File: config.mk
export PLATFORM = sky130hd
export DESIGN_NAME = hood_mode_ctrl
export DESIGN_NICKNAME = d
export VERILOG_FILES = /design/src/rtl/hood_pkg.sv /design/src/rtl/sec_tick.sv /design/src/rtl/hood_mode_ctrl.sv
export SDC_FILE = /design/constraint.sdc
export NUM_CORES = 1
export LEC_CHECK = 0
export CAP_MARGIN = 15
export CORE_UTILIZATION = 30
export DETAILED_ROUTE_END_ITERATION = 7
export GPL_ROUTABILITY_DRIVEN = 0
export MAX_ROUTING_LAYER = met4
export PLACE_DENSITY_LB_ADDON = 0.25
export SLEW_MARGIN = 20
export SYNTH_ARGS = -nofsm -noshare
export SYNTH_HDL_FRONTEND = slang
export SYNTH_SLANG_ARGS = --single-unit
File: constraint.sdc
create_clock -name clk -period 4.7 [get_ports clk]
set_input_delay 0.94 -clock clk [delete_from_list [all_inputs] [get_ports clk]]
set_output_delay 0.94 -clock clk [all_outputs]
set_load 0.01 [all_outputs]
File: src/rtl/hood_pkg.sv
// rtl/hood_pkg.sv - mode codes and led helper for the range-hood mode controller
package hood_pkg;

    localparam int MODE_STANDBY = 0;
    localparam int LED_MAX_W    = 32;

    // Self-clean sits directly above the boost speed
    function automatic int MODE_CLEAN(input int n);
        return n + 1;
    endfunction

    function automatic logic [LED_MAX_W-1:0] led_onehot(input int m);
        return LED_MAX_W'(1) << m;
    endfunction

endpackage

File: src/rtl/sec_tick.sv
// rtl/sec_tick.sv - CLK_HZ divider producing a one-cycle tick, with synchronous restart
module sec_tick #(
    parameter int CLK_HZ = 100_000_000
) (
    input  logic clk,
    input  logic rst,
    input  logic i_restart,
    output logic o_tick
);

    localparam int CNT_W = (CLK_HZ > 1) ? $clog2(CLK_HZ) : 1;
    localparam logic [CNT_W-1:0] LAST = CNT_W'(CLK_HZ - 1);

    logic [CNT_W-1:0] r_cnt;

    assign o_tick = !i_restart && (r_cnt == LAST);

    always_ff @(posedge clk or negedge rst) begin
        if (!rst) begin
            r_cnt <= '0;
        end else if (i_restart || (r_cnt == LAST)) begin
            r_cnt <= '0;
        end else begin
            r_cnt <= r_cnt + 1'b1;
        end
    end

endmodule

File: src/rtl/hood_mode_ctrl.sv
// rtl/hood_mode_ctrl.sv - range-hood fan mode FSM with boost and timed self-clean countdown
module hood_mode_ctrl
    import hood_pkg::*;
#(
    parameter int NUM_SPEEDS = 3,
    parameter int CLK_HZ     = 100_000_000,
    parameter int BOOST_SEC  = 60,
    parameter int CLEAN_SEC  = 180,
    parameter int SEC_W      = 8,
    localparam int MODE_W    = $clog2(NUM_SPEEDS + 2)
) (
    input  logic                  clk,
    input  logic                  rst,
    input  logic                  power_on,
    input  logic                  menu_btn,
    input  logic [NUM_SPEEDS-1:0] speed_btn,
    input  logic                  clean_btn,
    input  logic                  boost_en,
    output logic [MODE_W-1:0]     mode,
    output logic [NUM_SPEEDS+1:0] led,
    output logic [SEC_W-1:0]      remaining_sec,
    output logic                  menu_armed
);

    localparam int LW = NUM_SPEEDS + 2;
    localparam logic [MODE_W-1:0] M_STANDBY = MODE_W'(MODE_STANDBY);
    localparam logic [MODE_W-1:0] M_BOOST   = MODE_W'(NUM_SPEEDS);
    localparam logic [MODE_W-1:0] M_TOP_SPD = MODE_W'(NUM_SPEEDS - 1);
    localparam logic [MODE_W-1:0] M_CLEAN   = MODE_W'(MODE_CLEAN(NUM_SPEEDS));

    logic [MODE_W-1:0]     r_mode;
    logic [LW-1:0]         r_led;
    logic [SEC_W-1:0]      r_rem;
    logic                  r_armed;
    logic                  r_ret;
    logic                  r_menu_prev;
    logic                  r_clean_prev;
    logic [NUM_SPEEDS-1:0] r_speed_prev;

    logic                  w_menu_e;
    logic                  w_clean_e;
    logic [NUM_SPEEDS-1:0] w_speed_e;
    logic                  w_spd_any;
    logic [MODE_W-1:0]     w_spd_idx;
    logic                  w_spd_ok;
    logic                  w_timed;
    logic                  w_restart;
    logic                  w_tick;
    logic                  w_rem_last;

    logic [MODE_W-1:0]     w_mode_nxt;
    logic [SEC_W-1:0]      w_rem_nxt;
    logic                  w_armed_nxt;
    logic                  w_ret_nxt;

    assign w_menu_e   = menu_btn & ~r_menu_prev;
    assign w_clean_e  = clean_btn & ~r_clean_prev;
    assign w_speed_e  = speed_btn & ~r_speed_prev;
    assign w_spd_any  = |w_speed_e;
    assign w_spd_ok   = (w_spd_idx != M_BOOST) || boost_en;
    assign w_timed    = (r_mode == M_BOOST) || (r_mode == M_CLEAN);
    assign w_rem_last = (r_rem == SEC_W'(1));

    // Divider is held at zero outside timed modes, so it starts fresh on every entry
    assign w_restart = !power_on || !w_timed;

    sec_tick #(
        .CLK_HZ (CLK_HZ)
    ) u_sec_tick (
        .clk       (clk),
        .rst       (rst),
        .i_restart (w_restart),
        .o_tick    (w_tick)
    );

    always_comb begin
        w_spd_idx = '0;
        for (int k = NUM_SPEEDS - 1; k >= 0; k--) begin
            if (w_speed_e[k]) begin
                w_spd_idx = MODE_W'(k + 1);
            end
        end
    end

    always_comb begin
        w_mode_nxt  = r_mode;
        w_rem_nxt   = r_rem;
        w_armed_nxt = r_armed;
        w_ret_nxt   = r_ret;
        if (!power_on) begin
            w_mode_nxt  = M_STANDBY;
            w_rem_nxt   = '0;
            w_armed_nxt = 1'b0;
            w_ret_nxt   = 1'b0;
        end else if (r_mode == M_STANDBY) begin
            if (w_menu_e) begin
                w_armed_nxt = !r_armed;
            end else if (r_armed && w_spd_any) begin
                // A refused boost request still consumes the selection slot
                if (w_spd_ok) begin
                    w_mode_nxt  = w_spd_idx;
                    w_armed_nxt = 1'b0;
                    if (w_spd_idx == M_BOOST) begin
                        w_rem_nxt = SEC_W'(BOOST_SEC);
                        w_ret_nxt = 1'b0;
                    end
                end
            end else if (r_armed && w_clean_e) begin
                w_mode_nxt  = M_CLEAN;
                w_armed_nxt = 1'b0;
                w_rem_nxt   = SEC_W'(CLEAN_SEC);
            end
        end else if (r_mode == M_BOOST) begin
            if (!boost_en) begin
                w_mode_nxt = M_STANDBY;
                w_rem_nxt  = '0;
                w_ret_nxt  = 1'b0;
            end else begin
                if (w_menu_e) begin
                    w_ret_nxt = 1'b1;
                end
                if (w_tick) begin
                    if (w_rem_last) begin
                        w_mode_nxt = (r_ret || w_menu_e) ? M_TOP_SPD : M_STANDBY;
                        w_rem_nxt  = '0;
                        w_ret_nxt  = 1'b0;
                    end else begin
                        w_rem_nxt = r_rem - 1'b1;
                    end
                end
            end
        end else if (r_mode == M_CLEAN) begin
            if (w_tick) begin
                if (w_rem_last) begin
                    w_mode_nxt = M_STANDBY;
                    w_rem_nxt  = '0;
                end else begin
                    w_rem_nxt = r_rem - 1'b1;
                end
            end
        end else begin
            if (w_menu_e) begin
                w_mode_nxt = M_STANDBY;
            end else if (w_spd_any && (w_spd_idx != r_mode) && w_spd_ok) begin
                w_mode_nxt = w_spd_idx;
                if (w_spd_idx == M_BOOST) begin
                    w_rem_nxt = SEC_W'(BOOST_SEC);
                    w_ret_nxt = 1'b0;
                end
            end
        end
    end

    always_ff @(posedge clk or negedge rst) begin
        if (!rst) begin
            r_mode       <= M_STANDBY;
            r_led        <= '0;
            r_rem        <= '0;
            r_armed      <= 1'b0;
            r_ret        <= 1'b0;
            r_menu_prev  <= 1'b0;
            r_clean_prev <= 1'b0;
            r_speed_prev <= '0;
        end else begin
            r_mode       <= w_mode_nxt;
            r_led        <= power_on ? LW'(led_onehot(int'(w_mode_nxt))) : '0;
            r_rem        <= w_rem_nxt;
            r_armed      <= w_armed_nxt;
            r_ret        <= w_ret_nxt;
            r_menu_prev  <= menu_btn;
            r_clean_prev <= clean_btn;
            r_speed_prev <= speed_btn;
        end
    end

    assign mode          = r_mode;
    assign led           = r_led;
    assign remaining_sec = r_rem;
    assign menu_armed    = r_armed;

endmodule

==> flow_summary.toml, run 1 <==
[placed_design]
placed_area_um2 = 3518
portBuffers = 25
place_hpwl_um = 5669

[die]
initial_utilization_pct = 30.86
die-area_um2 = 11030
die_y_um = 105.0
core.rowCount = 37
ios = 26
die_w_um = 105.0
core-area_um2 = 10320

[power_and_ir_drop]
p_switching_uw = 271.3
peakVddDrop_mv = 0.1074
intPower_uw = 684.5
p_leak_nw = 1.384
pwr-share-seq_pct = 49.5
p_sw_share_pct = 28.38
clock_power_share_pct = 33.7
p_comb_share_pct = 16.8
power_per_cell_area_nw_per_um2 = 263.2

[synth]
syn_inst = 360
yosys.area.top_type = "dfrtp_1"
ys_types = 74
yosys_warnings = 0
ys_ff_latch = 50
ys_async_sr_fraction_pct = 100.0
synth.yosys.seq_area_share_pct = 39.28
synth_top_area_share_pct = 39.28
synth-edff-count = 0
avgSynthCellArea_um2 = 8.849
synthTopCellsByArea = "dfrtp_1 (39%), nor2_1 (6.0%), o21ai_0 (4.1%), xnor2_1 (3.8%), nand3_1 (3.1%)"
synth_top_flop_cell = "dfrtp_1"
syn_nets = 372
syn_area_um2 = 3186

[sta]
clock.fmax_mhz = 331.1
setup_viol = 0
period_minus_slack_ns = 3.020
tightestPinTransition_ns = 0.8395
rsz0062_at_grt = "no"
setup_tns_ns = 0
slew_headroom_pct = 43.90
finClkSkew_ns = 0.003589
period_share_pct = 64.26
drv_slew = 0
final_hold_viol_count = 0

[detailed_routing]
first_iter_violations = 192
viasPerCell = 5.525
vias = 2840
drc = 0
ant_nets = 0
first_pass_iters = 5
wirelength_um = 8175
post_drt_wl_per_cell_um = 15.90

[worst_setup_path]
cp_data_required_time_ns = 4.90
cp_max_fo = 11
arrival_ns = 3.22
crit_type = "in -> reg"
crit_path_end_kind = "flop"
critPathLaunchType = "primary input"

[run_status]
status = "complete, no violations"

[final_layout]
drive_gt1_share_pct = 8.466
fin_nets = 390
syn2layout_area_growth_pct = 13.98
fin_area_um2 = 3631
antennaDiodeCount = 0
fillCellCount = 1050

[grt]
antenna_found_initial = 0
grt_max_degree = 51
track_usage_pct = 15.75
grt_pass1_vias = 2719
grt_overflow = 0
grt_pass1_wl_um = 13650

[flow_run]
maxCapViolCount = 0

[clocking]
cts_buffers = 5
cts-root-buf = "clkbuf_8"
holdBufCountCts = 0
cts_tree = "built"
clk_pin_slew_ns = 0.10
ctsResizeCount = 0
cts.sinks = 50
post_cts_buffers = 0
cts.htree.levels = 2
clockBufferDepth = 2
clk_latency_ns = 0.31

[hold_path]
hold_path_class = "reg -> reg"
[registers in the layout (all words and copies together) (netlist names)]
signal and cells:
u_sec_tick.r_cnt 27, remaining_sec 8, led 5, mode 3
r_speed_prev 3, menu_armed 1, r_clean_prev 1, r_menu_prev 1
r_ret 1
[layout make-up]
class / instances / area [µm²] / area share (%)
clock buffers: 6 / 82.58 / 2.274
clock inverters: 1 / 30.03 / 0.8270
inverters: 9 / 33.78 / 0.9304
multi-input cells: 286 / 1810 / 49.86
flip-flops and latches: 50 / 1251 / 34.46
well taps: 136 / 170.2 / 4.686
repair buffers: 26 / 252.7 / 6.961
[power groups by stage]
stage               sequential (mW)  combinational, mW  clock [mW]
floorplan                     0.472             0.0979           0
global placement              0.481              0.160           0
detailed placement            0.482              0.158           0
CTS                           0.473              0.159       0.331
global route                  0.477              0.176       0.344
finish                        0.474              0.160       0.322
[kinds of logic (layout without fill, tap and decap cells)]
group           Yosys count  count (layout)  synth area share, %
compound gates           96              96                20.50
simple gates            165             165                29.07
fa+ha+maj                 4               4                1.493
flops                    50              50                39.28
xor+xnor                 21              21                5.774
buf+inv                  24              42                3.888
[cells in the final DEF, fill, tap and decap left out, types with 3 or more instances in the layout]
cell             instances
a21oi_1                 18
a31oi_1                  9
a32o_1                   3
and3_1                   9
and4_1                   3
clkbuf_8                 6
clkdlybuf4s50_1         24
dfrtp_1                 50
ha_1                     3
inv_1                    8
nand2_1                 21
nand2b_1                 8
nand3_1                 20
nand4_1                  4
nor2_1                  51
nor2b_1                  6
nor3_1                   7
nor4_1                   8
o21ai_0                 26
o31ai_1                  4
or3_1                    7
xnor2_1                 14
xor2_1                   7
[per-layer routing]
| metal | vias up | part of all wire, % | wire length [µm] | GRT usage (%) |
|---|---|---|---|---|
| met5 | - | 0 | 0 | - |
| met2 | 102 | 45 | 3638 | 24.03 |
| met4 | 0 | 1.3 | 109 | 4.225 |
| li1 | 1358 | - | - | - |
| met3 | 12 | 4.6 | 374 | 1.871 |
| met1 | 1368 | 50 | 4053 | 22.05 |
[metrics by stage]
step / cells / power (mW) / setup slack (ns) / util [%] / hold WS [ns]
2_1_floorplan: 360 / 0.5697 / 2.180 / - / 0.4547
3_3_place_gp: 507 / 0.6416 / 1.427 / 34.08 / 0.4855
3_5_place_dp: 507 / 0.6406 / 1.384 / 34.08 / 0.4887
4_1_cts: 514 / 0.9637 / 1.733 / 35.17 / 0.5050
5_1_grt: 514 / 0.9976 / 1.476 / 35.17 / 0.5458
6_report: 514 / 0.9559 / 1.680 / 35.17 / 0.4970
[worst paths after layout]
check | from | to | slack, ns | cells past startpoint
worst max-delay path | power_on | remaining_sec[5] | 1.68 | 6
worst min-delay path | u_sec_tick.r_cnt[0] | u_sec_tick.r_cnt[0] | 0.50 | 1
worst max register to register | mode[2] | remaining_sec[1] | 1.96 | 7
worst min register to register | u_sec_tick.r_cnt[0] | u_sec_tick.r_cnt[0] | 0.50 | 1
max in group asynchronous | rst | u_sec_tick.r_cnt[25] | 3.52 | 2
min in group asynchronous | rst | r_menu_prev | 0.74 | 2
[worst max-delay path, cell delays in order]
cell	delay, ns
clkdlybuf4s50_1	0.66
inv_1	0.27
or3_2	0.55
o21ai_2	0.40
a31oi_1	0.15
o22a_1	0.26
[cell usage after synthesis, types with 3 or more instances]
library cell	n
inv_1	8
nor4_1	8
nand3_1	20
nor2b_1	6
ha_1	3
a32o_1	3
xnor2_1	14
a31oi_1	9
a21oi_1	18
nand2b_1	8
nor2_1	51
xor2_1	7
and3_1	9
nand2_1	21
dfrtp_1	50
nor3_1	7
and4_1	3
clkbuf_1	7
o21ai_0	26
or3_1	7
nand4_1	4
o31ai_1	4
buf_2	4
No activity file was read; power rests on OpenSTA's default activity.
==> inputs of run 2 (changes only) <==
==> constraint.sdc (replaced) <==
create_clock -name clk -period 2.8 [get_ports clk]
set_input_delay 0.56 -clock clk [delete_from_list [all_inputs] [get_ports clk]]
set_output_delay 0.56 -clock clk [all_outputs]
set_load 0.01 [all_outputs]
==> run 2 against run 1 <==
Net effect:
- cell area rose by 5.3%
- hold slack got worse by 0.15 ns
- worst setup slack lost 1.5 ns
- final cell count grew 5.1%
- sequential share of layout area decreased by 1.7 points
- non-clock buffer count is 25 higher
- flip-flop and latch count unchanged
- via count rose by 3.5%
- clock skew is 0.011 ns higher
- utilization up 1.9 points
- largest power group unchanged
- highest routed layer unchanged
==> flow_summary.toml, run 2 (same netlist as run 1, synthesis figures left out) <==
[final_layout]
fin_nets = 415
layout_common_cells = "nor2_1 (51), dfrtp_1 (50), o21ai_0 (26), buf_4 (26), clkdlybuf4s50_1 (24)"
final-seq-area_um2 = 1251
largest_register = "u_sec_tick.r_cnt"
multi_input_area_um2 = 1810
final_common_cell = "nor2_1"
fillCellCount = 1041
final_util_pct = 37.03
drive_gt1_share_pct = 14.36
largest_register_ffs = 27
antennaDiodeCount = 0
syn2layout_area_growth_pct = 19.99
final_cells = 540
fin_area_um2 = 3822

[power_and_ir_drop]
peakVddDrop_mv = 0.2137
power_mw = 1.628
p_leak_nw = 1.504
power_per_cell_area_nw_per_um2 = 425.9

[worst_setup_path]
cp-endpoint = "remaining_sec[4]"
reg2reg_from = "u_sec_tick.r_cnt[0]"
cp_data_required_time_ns = 3.04
slowest_delay_ns = 0.60
critPathSlowestCell = "or4_4"
rr_endpoint = "remaining_sec[4]"
crit_path_cell_trace = "ha_1, nand3_1, or4_4, nor3_4, and2_4, a31oi_1, a211oi_1, a32o_1"
cp_num_buf_inv = 0
ff2ff_path_depth = 8
cp_top_family = "simple AND/OR/NAND/NOR gates"
r2r_setup_slack_ns = 0.23
worst-path-stages = 8
crit_type = "reg -> reg"
worstSetupStartpoint = "u_sec_tick.r_cnt[0]"
crit_path_end_kind = "flop"
critPathLaunchType = "flop"
cp_max_fo = 8
arrival_ns = 2.82

[detailed_routing]
viasPerCell = 5.444
first_iter_violations = 197
vias = 2940
wirelength_um = 8325
first_pass_iters = 4
post_drt_wl_per_cell_um = 15.42
ant_nets = 0
drc = 0

[sta]
slew_headroom_pct = 56.21
tightestPinTransition_ns = 0.6568
setup_viol = 0
setup_tns_ns = 0
finClkSkew_ns = 0.01452
drv_slew = 0
clock.fmax_mhz = 388.5
final_hold_viol_count = 0
setup_ws_ns = 0.2260
period_share_pct = 91.93
rsz0062_at_grt = "no"
hold_ws_ns = 0.3468
period_minus_slack_ns = 2.574

[placed_design]
placed_area_um2 = 3706
dp.cells = 532
place_hpwl_um = 6038
dp_slack_ns = 0.06458
portBuffers = 25

[die]
initial_utilization_pct = 30.86
die_y_um = 105.0
core.rowCount = 37
ios = 26
die-area_um2 = 11030
die_w_um = 105.0
core-area_um2 = 10320

[hold_path]
hold_path_class = "in -> async"

[clocking]
cts_buffers = 5
holdBufCountCts = 0
ctsResizeCount = 0
cts_tree = "built"
clockBufferDepth = 2
cts-root-buf = "clkbuf_8"
post_cts_buffers = 0
cts.htree.levels = 2
clk_latency_ns = 0.31
cts.sinks = 50
clk_pin_slew_ns = 0.11

[run_status]
status = "complete, no violations"

[grt]
grt_pass1_wl_um = 14150
grt_overflow = 0
antenna_found_initial = 0
grt_max_degree = 51
track_usage_pct = 16.32
grt_pass1_vias = 2764

[flow_run]
maxCapViolCount = 0
==> run 2: worst min-delay path by stage <==
stage                             start                  end  slack, ns  cells after the start
floorplan                           rst               led[0]       0.26                      0
global placement    u_sec_tick.r_cnt[0]  u_sec_tick.r_cnt[0]       0.48                      1
detailed placement  u_sec_tick.r_cnt[0]  u_sec_tick.r_cnt[0]       0.48                      1
CTS                                 rst              mode[2]       0.38                      2
global route                        rst              mode[2]       0.39                      2
finish                              rst          r_menu_prev       0.35                      2
==> run 2: cell type report <==
cell class | instances | area share [%]
clock inverters | 3 | 1.244
clock buffers | 5 | 1.800
multi-input cells | 286 | 47.37
well taps | 136 | 4.452
flip-flops and latches | 50 | 32.73
inverters | 9 | 0.8838
repair buffers | 51 | 11.52
==> run 2: per-layer routing <==
| metal | vias up | wire length, µm | GRT usage (%) |
|---|---|---|---|
| met5 | - | 0 | - |
| met1 | 1420 | 4096 | 23.71 |
| met4 | 0 | 70 | 3.421 |
| li1 | 1410 | - | - |
| met2 | 104 | 3719 | 24.03 |
| met3 | 6 | 439 | 2.308 |
==> run 2: power breakdown <==
part           leakage (nW)  internal (mW)  switching [mW]
combinational         0.771          0.139           0.166
clock                0.0587          0.271           0.265
sequential            0.674          0.746          0.0414
==> inputs of run 3 (changes only) <==
--- a/config.mk
+++ b/config.mk
@@ -10,7 +10,7 @@
 export DETAILED_ROUTE_END_ITERATION = 7
 export GPL_ROUTABILITY_DRIVEN = 0
 export MAX_ROUTING_LAYER = met4
-export PLACE_DENSITY_LB_ADDON = 0.25
+export PLACE_DENSITY = 0.47
 export SLEW_MARGIN = 20
 export SYNTH_ARGS = -nofsm -noshare
 export SYNTH_HDL_FRONTEND = slang
==> constraint.sdc (replaced) <==
create_clock -name clk -period 2.9 [get_ports clk]
set_input_delay 0.58 -clock clk [delete_from_list [all_inputs] [get_ports clk]]
set_output_delay 0.58 -clock clk [all_outputs]
set_load 0.01 [all_outputs]
==> run 3 against run 2 <==
Net effect:
- power grew 1.7%
- sequential power shrank 3.6%
- wire length grew 4.1%
- first-iteration DRC count grew 41%
- via count shrank 0.54%
- global-route usage grew 0.81 points
- non-clock buffer count shrank 3
- maximum frequency grew 0.57%
- register-to-register slack gained 0.11 ns
- largest power group unchanged
==> flow_summary.toml, run 3 (same netlist as run 1, synthesis figures left out) <==
[worst_setup_path]
rr_endpoint = "led[0]"
arrival_ns = 2.78
cp_data_required_time_ns = 3.12
r2r_setup_slack_ns = 0.34
crit_path_cell_trace = "nor4_1, and4_1, nand3_2, o31ai_2, o32ai_1, nand2b_1, nor3_1"
slowest_delay_ns = 0.49
crit_type = "reg -> reg"
cp_top_family = "simple AND/OR/NAND/NOR gates"
cp_max_fo = 8
ff2ff_path_depth = 7
crit_path_end_kind = "flop"
critPathSlowestCell = "nor4_1"
critPathLaunchType = "flop"
reg2reg_from = "u_sec_tick.r_cnt[9]"
cp_num_buf_inv = 0

[final_layout]
fillCellCount = 1061
final-seq-area_um2 = 1251
drive_gt1_share_pct = 13.72
final_common_cell = "nor2_1"
final_cells = 537
largest_register_ffs = 27
final_util_pct = 37.01
syn2layout_area_growth_pct = 19.95
antennaDiodeCount = 0
multi_input_area_um2 = 1810
largest_register = "u_sec_tick.r_cnt"
fin_nets = 412
layout_common_cells = "nor2_1 (51), dfrtp_1 (50), o21ai_0 (26), clkdlybuf4s50_1 (24), buf_4 (23)"

[power_and_ir_drop]
power_per_cell_area_nw_per_um2 = 433.2
p_switching_uw = 459.2
peakVddDrop_mv = 0.1853
p_comb_share_pct = 17.6
intPower_mw = 1.196
clock_power_share_pct = 36.5
power_mw = 1.655
p_leak_nw = 1.501
p_sw_share_pct = 27.74
pwr-share-seq_pct = 45.9

[hold_path]
hold_path_class = "in -> async"

[detailed_routing]
post_drt_wl_per_cell_um = 16.14
first_pass_iters = 5
vias = 2924
wirelength_um = 8667
first_iter_violations = 277
viasPerCell = 5.445
ant_nets = 0
drc = 0

[die]
die_y_um = 105.0
core.rowCount = 37
die_w_um = 105.0
initial_utilization_pct = 30.86
core-area_um2 = 10320
die-area_um2 = 11030
ios = 26

[clocking]
cts_buffers = 5
cts_tree = "built"
holdBufCountCts = 0
cts.htree.levels = 2
cts-root-buf = "clkbuf_8"
ctsResizeCount = 0
clk_latency_ns = 0.32
cts.sinks = 50
post_cts_buffers = 0
clockBufferDepth = 2
clk_pin_slew_ns = 0.10

[placed_design]
portBuffers = 25
place_hpwl_um = 6232
dp.cells = 529
dp_slack_ns = 0.1160

[sta]
drv_slew = 0
final_hold_viol_count = 0
setup_tns_ns = 0
period_minus_slack_ns = 2.559
finClkSkew_ns = 0.01875
tightestPinTransition_ns = 0.6779
setup_viol = 0
slew_headroom_pct = 54.80
setup_ws_ns = 0.3407
rsz0062_at_grt = "no"
clock.fmax_mhz = 390.7
period_share_pct = 88.25

[grt]
grt_overflow = 0
grt_max_degree = 51
track_usage_pct = 17.13
grt_pass1_wl_um = 14590
grt_pass1_vias = 2786
antenna_found_initial = 0

[run_status]
status = "complete, no violations"

[flow_run]
maxCapViolCount = 0
## run 3: worst max path at each step
| stage | from | to | slack, ns | cells after the start |
|---|---|---|---|---|
| finish | u_sec_tick.r_cnt[9] | led[0] | 0.34 | 7 |
| floorplan | u_sec_tick.r_cnt[0] | remaining_sec[1] | 0.68 | 8 |
| global route | u_sec_tick.r_cnt[9] | led[4] | 0.06 | 8 |
| detailed placement | speed_btn[0] | remaining_sec[1] | 0.12 | 9 |
| CTS | u_sec_tick.r_cnt[0] | led[4] | 0.35 | 9 |
| global placement | speed_btn[0] | remaining_sec[1] | 0.21 | 9 |
## run 3: cell type report
type                       instances  share of cell area, %
multi-input combinational        286                  47.38
sequential                        50                  32.74
timing repair buffer              48                  10.94
tap                              136                  4.453
clock buffer                       5                  1.801
clock inverter                     3                  1.801
inverter                           9                 0.8841
## run 3: stage by stage
| stage | instance area [µm²] | hold slack [ns] |
|---|---|---|
| 5_1_grt | 3821 | 0.4378 |
| 4_1_cts | 3821 | 0.4053 |
| 2_1_floorplan | 3186 | 0.2844 |
| 3_5_place_dp | 3684 | 0.4789 |
| 6_report | 3821 | 0.3710 |
| 3_3_place_gp | 3684 | 0.4712 |
## run 3: power by group through the flow
stage / registers (mW) / logic, mW / clock network (mW)
2_1_floorplan: 0.765 / 0.159 / 0
3_3_place_gp: 0.774 / 0.292 / 0
3_5_place_dp: 0.772 / 0.288 / 0
4_1_cts: 0.759 / 0.290 / 0.625
5_1_grt: 0.765 / 0.319 / 0.650
6_report: 0.759 / 0.291 / 0.605
## run 3: per-layer routing
layer	wire (µm)	track usage [%]	share of wire, %	up-vias
met4	123	4.930	1.4	0
met1	4296	24.18	50	1407
li1	-	-	-	1403
met3	373	2.308	4.3	15
met5	0	-	0	-
met2	3874	25.54	45	99
